<file path="config.mk">
export PLATFORM = sky130hd
export DESIGN_NAME = pulse_period_meter
export DESIGN_NICKNAME = d
export VERILOG_FILES = /design/src/rtl/pulse_period_meter_pkg.sv /design/src/rtl/pulse_period_meter_edge_sync.sv /design/src/rtl/pulse_period_meter.sv
export SDC_FILE = /design/constraint.sdc
export NUM_CORES = 1
export LEC_CHECK = 0
export CORE_AREA = 2 2 69 71
export CTS_CLUSTER_DIAMETER = 80
export DETAILED_ROUTE_END_ITERATION = 8
export DIE_AREA = 0 0 71 73
export PLACE_DENSITY_LB_ADDON = 0.05
export REMOVE_ABC_BUFFERS = 1
export SLEW_MARGIN = 20
export SYNTH_ARGS = -nofsm -noshare
export SYNTH_HDL_FRONTEND = slang
export SYNTH_SLANG_ARGS = --single-unit
</file>
<file path="constraint.sdc">
create_clock -name clk -period 2.46 [get_ports clk]
set_input_delay 0.492 -clock clk [delete_from_list [all_inputs] [get_ports clk]]
set_output_delay 0.492 -clock clk [all_outputs]
set_load 0.02 [all_outputs]
</file>
<file path="src/rtl/pulse_period_meter_pkg.sv">
// Shared definitions for the pulse period meter: FSM state encoding and default geometry.
package pulse_period_meter_pkg;

    typedef enum logic {
        ST_IDLE    = 1'b0,
        ST_MEASURE = 1'b1
    } meter_state_t;

    localparam int DEFAULT_WIDTH       = 20;
    localparam int DEFAULT_SYNC_STAGES = 2;
    localparam int SYNC_STAGES_MIN     = 2;
    localparam int SYNC_STAGES_MAX     = 4;

endpackage

</file>
<file path="src/rtl/pulse_period_meter_edge_sync.sv">
// Synchronizer plus registered rising-edge detector for an asynchronous input.
// Reusable for buttons and other slow asynchronous signals.
module edge_sync
    import pulse_period_meter_pkg::*;
#(
    parameter int SYNC_STAGES = DEFAULT_SYNC_STAGES
) (
    input  logic clk,
    input  logic rst,
    input  logic async_in,
    output logic rise
);

    logic [SYNC_STAGES-1:0] sync_r;
    logic                   hist_r;
    logic                   rise_r;

    // Synchronizer chain, history flop and registered rise pulse
    always_ff @(posedge clk) begin
        if (rst) begin
            sync_r <= {SYNC_STAGES{1'b0}};
            hist_r <= 1'b0;
            rise_r <= 1'b0;
        end else begin
            sync_r <= {sync_r[SYNC_STAGES-2:0], async_in};
            hist_r <= sync_r[SYNC_STAGES-1];
            rise_r <= sync_r[SYNC_STAGES-1] & ~hist_r;
        end
    end

    assign rise = rise_r;

endmodule

</file>
<file path="src/rtl/pulse_period_meter.sv">
// Measures the period of an asynchronous signal in microsecond ticks between rising edges,
// reporting a valid-qualified result or a timeout when the counter range is exhausted.
module pulse_period_meter
    import pulse_period_meter_pkg::*;
#(
    parameter int WIDTH       = DEFAULT_WIDTH,
    parameter int SYNC_STAGES = DEFAULT_SYNC_STAGES
) (
    input  logic             clk,
    input  logic             rst,
    input  logic             every_us,
    input  logic             sig_in,
    output logic [WIDTH-1:0] period_us,
    output logic             period_valid,
    output logic             timeout,
    output logic             busy
);

    // One tick short of full scale: the next tick without a closing edge overflows
    localparam logic [WIDTH-1:0] CNT_LAST = {{(WIDTH-1){1'b1}}, 1'b0};

    logic             rise_s;
    meter_state_t     state_r;
    meter_state_t     state_s;
    logic [WIDTH-1:0] count_r;
    logic [WIDTH-1:0] count_s;
    logic [WIDTH-1:0] period_r;
    logic [WIDTH-1:0] period_s;
    logic             valid_r;
    logic             valid_s;
    logic             timeout_r;
    logic             timeout_s;
    logic             busy_r;
    logic             busy_s;

    edge_sync #(
        .SYNC_STAGES(SYNC_STAGES)
    ) u_edge_sync (
        .clk      (clk),
        .rst      (rst),
        .async_in (sig_in),
        .rise     (rise_s)
    );

    // Next-state, counter and result computation
    always_comb begin
        state_s   = state_r;
        count_s   = count_r;
        period_s  = period_r;
        valid_s   = 1'b0;
        timeout_s = 1'b0;
        case (state_r)
            ST_IDLE: begin
                count_s = {WIDTH{1'b0}};
                if (rise_s) begin
                    state_s = ST_MEASURE;
                end else begin
                    state_s = ST_IDLE;
                end
            end
            ST_MEASURE: begin
                // A closing edge wins over an overflow tick in the same cycle
                if (rise_s) begin
                    period_s = count_r + {{(WIDTH-1){1'b0}}, every_us};
                    valid_s  = 1'b1;
                    count_s  = {WIDTH{1'b0}};
                end else if (every_us) begin
                    if (count_r == CNT_LAST) begin
                        timeout_s = 1'b1;
                        count_s   = {WIDTH{1'b0}};
                        state_s   = ST_IDLE;
                    end else begin
                        count_s = count_r + {{(WIDTH-1){1'b0}}, 1'b1};
                    end
                end else begin
                    count_s = count_r;
                end
            end
            default: begin
                state_s = ST_IDLE;
                count_s = {WIDTH{1'b0}};
            end
        endcase
        busy_s = (state_s == ST_MEASURE);
    end

    // State, counter and registered outputs
    always_ff @(posedge clk) begin
        if (rst) begin
            state_r   <= ST_IDLE;
            count_r   <= {WIDTH{1'b0}};
            period_r  <= {WIDTH{1'b0}};
            valid_r   <= 1'b0;
            timeout_r <= 1'b0;
            busy_r    <= 1'b0;
        end else begin
            state_r   <= state_s;
            count_r   <= count_s;
            period_r  <= period_s;
            valid_r   <= valid_s;
            timeout_r <= timeout_s;
            busy_r    <= busy_s;
        end
    end

    assign period_us    = period_r;
    assign period_valid = valid_r;
    assign timeout      = timeout_r;
    assign busy         = busy_r;

endmodule
</file>
==> Word-level counts from Yosys, hierarchy flattened <==
Cells that the tools add are included.
W data, S select, Z words.
{ "totals": {"ram_bits": 0, "latch_bits": 0, "memories": 0, "ff_bits": 47, "out_inout_bits": 23, "input_bits": 4, "rom_bits": 0} }
{ "op_classes": {"multipliers": 0, "n_div": 0, "n_reduce_logical": 3, "muxes": 10, "n_addsub": 2, "shifts": 0, "n_bitwise": 4, "n_lt_le_gt_ge": 0, "eq_ne": 2} }
{ "op_table": {"columns": ["op", "n"], "rows": [
  ["$mux W20", 3],
  ["$pmux W20 S2", 1],
  ["$add A20 B1 Y20", 1],
  ["$add A20 B1 Y20 const B", 1],
  ["$eq A20 B20 Y1 const B", 1],
  ["$mux W1", 5],
  ["$reduce_or A4 Y1", 1],
  ["$ne A3 B2 Y1 const B", 1],
  ["$not A1 Y1", 3],
  ["$pmux W1 S2", 1],
  ["$reduce_and A2 Y1", 1],
  ["$reduce_or A2 Y1", 1],
  ["$and A1 B1 Y1", 1]
]} }

==> Longest topological paths before layout <==
Gate-level depths: netlist (run 1).
{ "depth": {"depth_word": 5, "mapped_depth": 8} }

==> Cells and area by module <==
From an unflattened synthesis (run 1), not the netlist that was laid out.
{ "hier_totals": {"cells_unflattened": 283, "area_unflattened_um2": 2377.3} }
{ "modules_own_cells": {"columns": ["module", "cells_each", "area_per_inst_um2", "seq_area_each_um2", "n_inst"], "rows": [
  ["pulse_period_meter", 275, 2265.9, 860.8, 1],
  ["edge_sync", 8, 111.4, 80.1, 1]
]} }

==> Worst setup path after synthesis (run 1) <==
Ideal clock, no wire load.
{ "synth_path": {"kind": "input to register", "startpoint": "in every_us", "endpoint": "reg period_r[18] (netlist: period_us[18])", "path_slack_ns": 0.729, "setup_ns": 0.133, "t_required_ns": 2.327, "arrival_ns": 1.598, "cell_stages": 7, "cell_sequence": "ha_1 -> ha_1 -> and3_1 -> nand3_1 -> nor4_1 -> xnor2_1 -> a21oi_1"} }
{ "synth_via": {"elab_chain_cells": 1} }
{ "synth_lines": {"columns": ["element", "line_no", "source"], "rows": [
  ["from (decl)", "pulse_period_meter.sv:11", "input logic every_us,"],
  ["$add A20 B1 Y20", "pulse_period_meter.sv:64", "period_s = count_r + {{(WIDTH-1){1'b0}}, every_us};"],
  ["to (signal assigned)", "pulse_period_meter.sv:92", "period_r <= {WIDTH{1'b0}};"],
  ["to (signal assigned)", "pulse_period_meter.sv:99", "period_r <= period_s;"],
  ["to (decl)", "pulse_period_meter.sv:27", "logic [WIDTH-1:0] period_r;"]
]} }
Every way passes these cells.
A chain may end at the register's enable or synchronous reset.

==> Worst setup path in the final report (run 1) <==
Same ends and word-level chain as after synthesis.

==> metrics.csv, run 1 <==
stage;metric;value;unit
setup_path;reg2reg setup slack;520;ps
routing;Iter 0 DRT Violations;138;
floorplanning;die footprint;5180;um2
setup_path;critical path's largest stage delay;480;ps
cells_and_area;# nets final;310;
routing;final WL;5240;um
global_route;vias in the first global route;1823;
synthesis;proportion of synthesized chip area in sequential cells;40.1;%
floorplanning;Placeable Area;4540;um2
synthesis;FF+latch count, synth;47;
hold_path;classification of the worst-slack hold path;reg2reg;
floorplanning;row cnt;25;
global_route;first-pass GRT wire length;8870;um
cells_and_area;Post-Layout Cell Count;356;
setup_path;WP buf/inv;1;
setup_path;slowest CP cell;clkdlybuf4s50_1;
timing;maximum clock frequency;0.481;GHz
clock_tree;# hold bufs at CTS;0;
place;Port Buffers;26;
clock_tree;CTS Buf Count;5;
global_route;gr ovfl total;0;
setup_path;data arrival time of the worst path;2270;ps
timing;hold_ws;384;ps
pwr;Internal;1.00;mW
timing;Fin. Hold Viols;0;
setup_path;Worst Path Max Fanout;3;
timing;Final Slew Violations;0;
timing;Final TNS setup;0;ps
setup_path;reg2reg start;count_r[6];
timing;Final Setup Violations;0;
cells_and_area;commonest non-fill, non-tap cells in the layout;dfxtp_1 (47), nand2_1 (26), clkdlybuf4s50_1 (26);
outcome;outcome;completed;
cells_and_area;Area Growth Syn to Fin;17.7;%
place;Post-DP Area;2670;um2
timing;clock period minus worst slack;2080;ps
setup_path;FF-to-FF path depth;6;
pwr;Leakage;0.940;nW
setup_path;crit-path most repeated cell;ha_1;
pwr;Sw Pwr;0.269;mW
timing;RSZ-0062 raised after global routing;false;
timing;Setup WS post-layout;382;ps
place;dpl ws;92.8;ps
routing;TritonRoute pass-1 iters;6;
place;GP Congestion;0.839;
routing;Via-to-Cell Ratio;5.69;
clock_tree;clock tree buffer depth;2;
synthesis;post-synth cell types;44;
setup_path;CP top delay family;simple AND/OR/NAND/NOR gates;
place;Placed Cells;349;
cells_and_area;Ant. Diodes;0;
hold_path;hold worst-path end;u_edge_sync.rise;
floorplanning;initial core utilization;51.8;%
floorplanning;# IOs;27;
pwr;Sw Ratio;21.2;%
clock_tree;clock sink count;47;
clock_tree;Resize count post-CTS;0;
setup_path;CP endpoint kind;flip-flop;
cells_and_area;register area;941;um2
pwr;pwr/cell area;459;nW/um2
clock_tree;H-tree Lvls;2;
global_route;antenna violations before repair;0;
setup_path;crit start category;input port;
synthesis;cell count after synthesis;276;
cells_and_area;layout cells sized above 1;9.60;%
global_route;pin count of the biggest net entering global routing;28;
pwr;Seq pwr share;60.4;%
floorplanning;chip height;73;um
clock_tree;root buffer cell;clkbuf_8;
cells_and_area;Util after Layout;61.0;%
cells_and_area;most common cell after layout, fill and taps aside;dfxtp_1;
run;max-cap viol count;0;
synthesis;Post-Syn Area;2350;um2
setup_path;Required @ worst endpoint;2650;ps
clock_tree;Worst-path clk slew;80;ps
hold_path;WHS Path Cells;1;
cells_and_area;final instance area;2770;um2
routing;Via Count;2025;
pwr;maximum VDD drop;0.319;mV
cells_and_area;fill count;431;
routing;DR WL/cell;14.7;um
clock_tree;Clock Latency Late Sink;300;ps
routing;Routed Antenna Nets;0;
clock_tree;CTS tree;built;
setup_path;CP Cell Sequence;clkdlybuf4s50_1 > ha_1 > ha_1 > and3_1 > nand3_1 > nor4_1 > xnor2_1 > a21oi_1;
timing;Final Cycle Share;84.5;%
clock_tree;Setup Buffers After CTS;0;
timing;Clock Skews;7.20;ps
setup_path;r2r endpoint;count_r[3];
pwr;Logic pwr share;3.1;%
pwr;clock power share;36.5;%
setup_path;CP Class;in2reg;
timing;relative slew slack;52.2;%
synthesis;Ys Warns;0;
hold_path;hold path start;u_edge_sync.hist_r;
global_route;Total GRT Usage;22.0;%
floorplanning;Die W;71;um
routing;drc violations;0;
pwr;Pwr Total;1.27;mW
cells_and_area;area of the multi-input gates;1300;um2
timing;Worst-Margin Slew;713;ps
synthesis;Syn Area/Cell;8.51;um2
place;hpwl dp;3780;um
==> cells by family (layout without fill, tap and decap cells) <==
| family | Yosys count | count (layout) | share of synthesized area [%] |
|---|---|---|---|
| buffers and inverters | 24 | 50 | 4.79 |
| muxes | 3 | 3 | 1.28 |
| AOI/OAI and AO/OA | 64 | 64 | 17.5 |
| DFF | 47 | 47 | 40.1 |
| and+or+nand+nor | 114 | 114 | 26.7 |
| adders and majority gates | 4 | 4 | 2.13 |
| xor gates and xnor gates | 20 | 20 | 7.46 |
==> worst register-to-register path, cell delays in order, from the launching register on <==
cell	delay, ps
dfxtp_1	520
nand4_1	270
nor4_4	410
a211oi_4	110
buf_4	190
a21o_1	160
a22o_1	170
==> cell usage after synthesis, drive strengths merged <==
library cell	instances	area share [%]
a211oi	9	3.4
a21o	3	0.96
a21oi	20	4.3
a22o	4	1.5
a2bb2oi	1	0.37
a311oi	1	0.37
a31oi	10	2.7
a41oi	3	1.1
and2	5	1.3
and3	8	2.1
and4	2	0.75
buf	10	2.5
clkbuf	9	1.5
dfxtp	47	40
ha	4	2.1
inv	5	0.80
mux2i	3	1.3
nand2	26	4.2
nand2b	3	0.80
nand3	15	3.6
nand3b	1	0.32
nand4	9	2.7
nand4b	2	0.75
nor2	21	3.5
nor2b	6	1.6
nor3	7	2.1
nor4	2	1.2
o211ai	1	0.32
o21ai	12	2.6
or3	7	1.9
xnor2	12	4.5
xor2	8	3.0
==> state kept, by name, summed over array words and instances (netlist names) <==
signal	count
count_r	20
period_us	20
u_edge_sync.sync_r	2
busy	1
period_valid	1
timeout	1
u_edge_sync.hist_r	1
u_edge_sync.rise	1
==> worst max-delay path by stage <==
stage                from            end  slack (ps)  cells past startpoint
2_1_floorplan  count_r[0]    count_r[12]         670                      7
3_3_place_gp     every_us  period_us[18]         150                      8
3_5_place_dp     every_us    count_r[11]          90                      5
4_1_cts          every_us    count_r[13]         420                      4
5_1_grt          every_us  period_us[18]         270                      8
6_report         every_us  period_us[18]         380                      8
==> per-layer routing <==
layer / vias up / part of all wire (%) / global-route usage, %
met5: - / 0 / 0
met4: 0 / 1.3 / 7.13
met3: 7 / 4.4 / 4.28
met2: 42 / 46 / 35.7
met1: 940 / 48 / 29.8
li1: 1036 / - / -
==> cell type report <==
type                    count  share of cell area [%]
flip-flops and latches     47                    34.0
multi-input cells         205                    47.0
clock buffers               6                    2.99
clock inverters             1                   0.181
repair buffers             38                    12.7
well taps                  54                    2.44
inverters                   5                   0.679
==> power by group through the flow <==
stage / combinational [mW] / clock, mW / sequential (mW)
2_1_floorplan: 0.0122 / 0 / 0.787
3_3_place_gp: 0.0387 / 0 / 0.785
3_5_place_dp: 0.0386 / 0 / 0.785
4_1_cts: 0.0387 / 0.483 / 0.767
5_1_grt: 0.0434 / 0.509 / 0.768
6_report: 0.0389 / 0.464 / 0.767
Note: power is estimated with default switching activity, not from simulation.
==> inputs of run 2 (changes only) <==
- CORE_AREA: 2 2 69 71 -> 2 2 72 74
- DIE_AREA: 0 0 71 73 -> 0 0 74 76
- clock period: 2.46 -> 1.81 ns (I/O delays scaled with it)
==> metrics.csv, run 2 (synthesis results as in run 1) <==
stage;metric;value;unit;change
outcome;outcome;completed;;unchanged
pwr;Sw Ratio;21.9;%;was 21.2%
cells_and_area;fill count;451;;was 431
routing;drc violations;0;;unchanged
cells_and_area;most common cell after layout, fill and taps aside;buf_4;;was dfxtp_1
floorplanning;# IOs;27;;unchanged
setup_path;crit start category;flip-flop;;was input port
setup_path;critical path's largest stage delay;640;ps;was 480 ps
routing;met3 wire len;221;um;was 230 um
routing;DR WL/cell;14.3;um;was 14.7 um
pwr;Leakage;1.13;nW;was 0.940 nW
global_route;gr ovfl total;0;;unchanged
clock_tree;root buffer cell;clkbuf_8;;unchanged
routing;Via Count;2138;;was 2025
routing;met2 WL;2740;um;was 2430 um
place;Placed Cells;401;;was 349
hold_path;classification of the worst-slack hold path;reg2reg;;unchanged
routing;wl on met1;2780;um;was 2510 um
routing;TritonRoute pass-1 iters;5;;was 6
routing;Routed Antenna Nets;0;;unchanged
cells_and_area;register area;946;um2;was 941 um2
routing;Via-to-Cell Ratio;5.23;;was 5.69
timing;Worst-Margin Slew;393;ps;was 713 ps
pwr;maximum VDD drop;0.369;mV;was 0.319 mV
setup_path;CP Class;reg2out;;was in2reg
cells_and_area;# nets final;346;;was 310
cells_and_area;Ant. Diodes;0;;unchanged
pwr;Pwr Total;1.71;mW;was 1.27 mW
clock_tree;clock tree buffer depth;2;;unchanged
floorplanning;Die W;74;um;was 71 um
floorplanning;chip height;76;um;was 73 um
clock_tree;clock sink count;47;;unchanged
timing;Final Setup Violations;0;;unchanged
place;hpwl dp;4300;um;was 3780 um
cells_and_area;layout cells sized above 1;21.5;%;was 9.60%
global_route;Total GRT Usage;22.4;%;was 22.0%
routing;final WL;5840;um;was 5240 um
global_route;pin count of the biggest net entering global routing;19;;was 28
timing;Final Cycle Share;96.1;%;
global_route;antenna violations before repair;0;;unchanged
place;GP Congestion;0.879;;was 0.839
timing;maximum clock frequency;0.575;GHz;
timing;Clock Skews;6.28;ps;was 7.20 ps
pwr;Logic pwr share;3.5;%;was 3.1%
timing;Final Slew Violations;0;;unchanged
timing;hold_ws;386;ps;was 384 ps
pwr;Internal;1.34;mW;was 1.00 mW
cells_and_area;commonest non-fill, non-tap cells in the layout;buf_4 (47), dfxtp_1 (45), nand2_1 (26);;was dfxtp_1 (47), nand2_1 (26), clkdlybuf4s50_1 (26)
setup_path;Required @ worst endpoint;1450;ps;was 2650 ps
floorplanning;initial core utilization;47.8;%;was 51.8%
pwr;Seq pwr share;60.8;%;was 60.4%
pwr;Sw Pwr;0.374;mW;was 0.269 mW
clock_tree;H-tree Lvls;2;;unchanged
routing;Iter 0 DRT Violations;152;;was 138
global_route;vias in the first global route;2032;;was 1823
clock_tree;# hold bufs at CTS;0;;unchanged
setup_path;CP Cell Sequence;clkdlybuf4s50_1;;was clkdlybuf4s50_1 > ha_1 > ha_1 > and3_1 > nand3_1 > nor4_1 > xnor2_1 > a21oi_1
cells_and_area;area of the multi-input gates;1350;um2;was 1300 um2
cells_and_area;Post-Layout Cell Count;409;;was 356
cells_and_area;Util after Layout;63.3;%;was 61.0%
setup_path;data arrival time of the worst path;1380;ps;was 2270 ps
setup_path;slowest CP cell;clkdlybuf4s50_1;;unchanged
timing;Fin. Hold Viols;0;;unchanged
cells_and_area;Area Growth Syn to Fin;32.3;%;was 17.7%
place;Port Buffers;26;;unchanged
clock_tree;CTS tree;built;;unchanged
timing;clock period minus worst slack;1740;ps;
floorplanning;Placeable Area;4910;um2;was 4540 um2
clock_tree;Clock Latency Late Sink;300;ps;about the same
floorplanning;die footprint;5620;um2;was 5180 um2
timing;RSZ-0062 raised after global routing;true;;was false
pwr;clock power share;35.7;%;was 36.5%
floorplanning;row cnt;26;;was 25
setup_path;CP top delay family;buffers and inverters;;was simple AND/OR/NAND/NOR gates
setup_path;CP endpoint kind;output port;;was flip-flop
setup_path;Worst Path Max Fanout;7;;was 3
clock_tree;CTS Buf Count;5;;unchanged
global_route;first-pass GRT wire length;9670;um;was 8870 um
clock_tree;Worst-path clk slew;80;ps;about the same
timing;relative slew slack;73.7;%;was 52.2%
timing;Final TNS setup;0;ps;unchanged
routing;top sig layer;met4;;unchanged
run;max-cap viol count;0;;unchanged
pwr;pwr/cell area;550;nW/um2;was 459 nW/um2
setup_path;WP buf/inv;1;;unchanged
==> run 2: cell count changes in the layout (fill, tap and decap cells not counted), sizes merged <==
| cell | change |
|---|---|
| dlymetal6s2s | +1 |
| clkdlybuf4s50 | -1 |
| clkbuf | +1 |
| buf | +36 |
==> run 2: power groups by stage <==
stage	Combinational, mW	Clock [mW]	Sequential [mW]
after CTS	0.0603	0.635	1.04
after global routing	0.0665	0.665	1.04
after detailed placement	0.0599	0	1.07
after floorplan	0.0166	0	1.07
after global placement	0.0600	0	1.07
final	0.0591	0.611	1.04
==> run 2: through the flow <==
| stage | instance area, um2 | setup WS [ps] |
|---|---|---|
| after floorplan | 2250 | 24.6 |
| after global placement | 2960 | -310 |
| after detailed placement | 2960 | -369 |
| after CTS | 3060 | 2.17 |
| after global routing | 3110 | -5.30 |
| final | 3110 | 69.7 |
==> run 2: layer usage <==
| layer | vias to the layer above | track usage [%] |
|---|---|---|
| met5 | - | 0 |
| met4 | 0 | 8.73 |
| met3 | 9 | 3.97 |
| met2 | 44 | 34.4 |
| li1 | 1115 | - |
| met1 | 970 | 30.8 |
==> run 2: final cells by class <==
type	count	area share (%)
clock inverters	1	0.161
clock buffers	7	2.46
multi-input cells	205	43.4
well taps	70	2.82
repair buffers	74	20.2
inverters	5	0.604
flip-flops and latches	47	30.4
==> run 2: what timing repair did <==
| item | CTS | global route |
|---|---|---|
| gates resized for setup | 4 | 11 |
| endpoints found under the setup margin | 4 | 19 |
| setup buffers | 0 | 0 |
| pin swaps | 0 | 4 |
| gates cloned | 0 | 0 |
==> run 2: final timing paths <==
kind | start | end | slack [ps] | cells past startpoint
max | busy | busy | 70 | 1
min | u_edge_sync.hist_r | u_edge_sync.rise | 390 | 1
max reg2reg | count_r[0] | count_r[6] | 100 | 8
min reg2reg | u_edge_sync.hist_r | u_edge_sync.rise | 390 | 1
==> inputs of run 3 (changes only) <==
- RECOVER_POWER: not set -> 100
- SLEW_MARGIN: 20 -> not set
- SYNTH_HIERARCHICAL: not set -> 1
==> metrics.csv, run 3 <==
stage;metric;value;unit;change
outcome;outcome;completed;;unchanged
clock_tree;H-tree Lvls;2;;unchanged
run;max-cap viol count;0;;unchanged
setup_path;data arrival time of the worst path;1890;ps;was 1380 ps
timing;RSZ-0062 raised after global routing;true;;unchanged
synthesis;Ys Warns;6;;was 0
place;GP Congestion;0.884;;was 0.879
cells_and_area;fill count;427;;was 451
synthesis;fraction of registers with async set/reset;0;%;unchanged
routing;drc violations;0;;unchanged
synthesis;cell count after synthesis;283;;was 276
synthesis;Syn Area/Cell;8.40;um2;was 8.51 um2
setup_path;reg2reg setup slack;100;ps;about the same
pwr;Pwr Total;1.90;mW;was 1.71 mW
floorplanning;initial core utilization;48.4;%;was 47.8%
routing;Routed Antenna Nets;0;;unchanged
timing;Final Setup Violations;0;;unchanged
cells_and_area;# nets final;360;;was 346
synthesis;leading register cell type out of synthesis;dfxtp_1;;unchanged
setup_path;CP Cell Sequence;inv_2 > ha_2 > nand3_4 > nor4_4 > buf_4 > a21oi_2 > buf_4 > o21ai_0 > a311oi_1;;was clkdlybuf4s50_1
timing;maximum clock frequency;0.585;GHz;was 0.575 GHz
synthesis;synth cell count leaders;dfxtp_1 (47), nor2_1 (33), nand2_1 (31);;was dfxtp_1 (47), nand2_1 (26), a21oi_1 (20), nor2_1 (20), nand3_1 (13)
global_route;pin count of the biggest net entering global routing;39;;was 19
cells_and_area;commonest non-fill, non-tap cells in the layout;buf_4 (55), dfxtp_1 (39), nor2_1 (33);;was buf_4 (47), dfxtp_1 (45), nand2_1 (26)
synthesis;Post-Syn Area;2380;um2;was 2350 um2
routing;DR WL/cell;13.5;um;was 14.3 um
clock_tree;CTS tree;built;;unchanged
setup_path;crit start category;flip-flop;;unchanged
setup_path;crit-path most repeated cell;buf_4;;
timing;clock period minus worst slack;1710;ps;was 1740 ps
global_route;vias in the first global route;1936;;was 2032
timing;Worst-Margin Slew;360;ps;was 393 ps
pwr;Logic pwr share;3.4;%;was 3.5%
synthesis;Post-synth EDFFs;0;;unchanged
pwr;Leakage;1.16;nW;was 1.13 nW
synthesis;top cell type's share of synthesized area;39.6;%;was 40.1%
timing;Clock Skews;7.84;ps;was 6.28 ps
floorplanning;die footprint;5620;um2;unchanged
pwr;maximum VDD drop;0.367;mV;was 0.369 mV
pwr;Sw Ratio;20.3;%;was 21.9%
hold_path;classification of the worst-slack hold path;reg2reg;;unchanged
synthesis;Synth area leaders;dfxtp_1 (40%), nor2_1 (5.2%), a211oi_1 (5.1%);;was dfxtp_1 (40%), xnor2_1 (4.5%), a21oi_1 (4.3%)
synthesis;most common cell in the netlist;dfxtp_1;;unchanged
clock_tree;clock sink count;47;;unchanged
routing;Iter 0 DRT Violations;80;;was 152
timing;hold_ws;412;ps;was 386 ps
clock_tree;Worst-path clk slew;80;ps;about the same
cells_and_area;Area Growth Syn to Fin;38.4;%;was 32.3%
routing;Via Count;2206;;was 2138
global_route;gr ovfl total;0;;unchanged
timing;Final Slew Violations;0;;unchanged
floorplanning;# IOs;27;;unchanged
floorplanning;chip height;76;um;unchanged
pwr;pwr/cell area;577;nW/um2;was 550 nW/um2
routing;Via-to-Cell Ratio;5.22;;was 5.23
cells_and_area;most common cell after layout, fill and taps aside;buf_4;;unchanged
cells_and_area;Ant. Diodes;0;;unchanged
setup_path;FF-to-FF path depth;9;;was 8
setup_path;r2r endpoint;count_r[16];;was count_r[6]
clock_tree;clock tree buffer depth;2;;unchanged
setup_path;reg2reg start;count_r[0];;unchanged
synthesis;leading area contributor after synthesis;dfxtp_1;;unchanged
timing;Final TNS setup;0;ps;unchanged
clock_tree;Clock Latency Late Sink;300;ps;about the same
pwr;Sw Pwr;0.386;mW;was 0.374 mW
hold_path;hold worst-path end;u_edge_sync/rise;;was u_edge_sync.rise
timing;Final Cycle Share;94.4;%;was 96.1%
setup_path;CP endpoint kind;flip-flop;;was output port
synthesis;post-synth cell types;46;;was 44
pwr;Internal;1.51;mW;was 1.34 mW
routing;TritonRoute pass-1 iters;6;;was 5
routing;final WL;5720;um;was 5840 um
global_route;first-pass GRT wire length;9270;um;was 9670 um
pwr;Seq pwr share;54.8;%;was 60.8%
setup_path;critical path's largest stage delay;370;ps;was 640 ps
synthesis;proportion of synthesized chip area in sequential cells;39.6;%;was 40.1%
setup_path;Required @ worst endpoint;1990;ps;was 1450 ps
setup_path;slowest CP cell;dfxtp_4;;was clkdlybuf4s50_1
setup_path;Worst Path Max Fanout;6;;was 7
clock_tree;CTS Buf Count;5;;unchanged
floorplanning;Placeable Area;4910;um2;unchanged
pwr;clock power share;41.8;%;was 35.7%
hold_path;WHS Path Cells;1;;unchanged
global_route;Total GRT Usage;21.1;%;was 22.4%
timing;relative slew slack;76.0;%;was 73.7%
global_route;antenna violations before repair;0;;unchanged
place;hpwl dp;4230;um;was 4300 um
timing;Fin. Hold Viols;0;;unchanged
cells_and_area;layout cells sized above 1;27.8;%;was 21.5%
clock_tree;root buffer cell;clkbuf_8;;unchanged
hold_path;hold path start;u_edge_sync/hist_r;;was u_edge_sync.hist_r
place;Port Buffers;26;;unchanged
setup_path;CP Class;reg2reg;;was reg2out
synthesis;FF+latch count, synth;47;;unchanged
floorplanning;row cnt;26;;unchanged
floorplanning;Die W;74;um;unchanged
[run 3: logic make-up after synthesis]
kind of cell	after synthesis	synth area share, %
AO/OA/AOI/OAI	64	18.2
XOR/XNOR	16	5.89
adder cells (fa/ha/maj)	4	2.11
buffers and inverters	26	5.79
flip-flops	47	39.6
multiplexers	2	0.842
AND/OR/NAND/NOR	124	27.6
[run 3: through the flow]
stage	worst slack, ps	instances	util, %	instance area, um2
6_report	101	423	67.0	3290
5_1_grt	-2.08	423	67.0	3290
4_1_cts	5.01	419	64.4	3170
3_5_place_dp	-376	409	61.0	3000
3_3_place_gp	-357	409	61.0	3000
2_1_floorplan	-263	263	-	2260
[run 3: final cells by class]
type | count | area, um2 | share of cell area [%]
flip-flops and latches | 47 | 956 | 29.1
well taps | 70 | 87.6 | 2.66
inverters | 6 | 22.5 | 0.685
clock buffers | 6 | 82.6 | 2.51
clock inverters | 2 | 35.0 | 1.07
repair buffers | 82 | 696 | 21.1
multi-input cells | 210 | 1410 | 42.9
[run 3: worst max-delay path by stage]
stage / from / end / slack [ps] / depth (start not counted)
2_1_floorplan: count_r[0] / count_r[7] / -260 / 7
4_1_cts: every_us / period_us[13] / 5 / 7
3_5_place_dp: every_us / period_us[18] / -380 / 8
3_3_place_gp: every_us / period_us[18] / -360 / 8
6_report: count_r[0] / count_r[16] / 100 / 9
5_1_grt: count_r[0] / count_r[1] / -2 / 9
[run 3: routing by layer]
layer | track usage, % | part of all wire [%] | vias to the layer above
met3 | 4.37 | 4.6 | 4
met5 | 0 | 0 | -
li1 | - | - | 1152
met1 | 30.6 | 48 | 1001
met2 | 32.1 | 46 | 49
met4 | 4.91 | 1.0 | 0
[run 3: repair_timing]
action | 4_1_cts | 5_1_grt
hold buffers | 0 | 0
endpoints found under the setup margin | 8 | 28
buffers inserted | 2 | 4
pin swaps | 3 | 7
gates resized for setup | 8 | 25
[run 3: power groups by stage]
stage / clock (mW) / sequential (mW) / combinational, mW
final: 0.794 / 1.04 / 0.0647
after global routing: 0.860 / 1.04 / 0.0708
after CTS: 0.810 / 1.04 / 0.0628
after detailed placement: 0 / 1.07 / 0.0624
after global placement: 0 / 1.07 / 0.0621
after floorplan: 0 / 1.07 / 0.0185
[run 3: worst max-delay path, delay by kind of cell, from the launching register on]
kind | cells | cell delay (ps)
AOI/OAI and AO/OA | 3 | 230
DFF | 1 | 370
and+or+nand+nor | 2 | 400
adders and majority gates | 1 | 180
buffers and inverters | 3 | 400
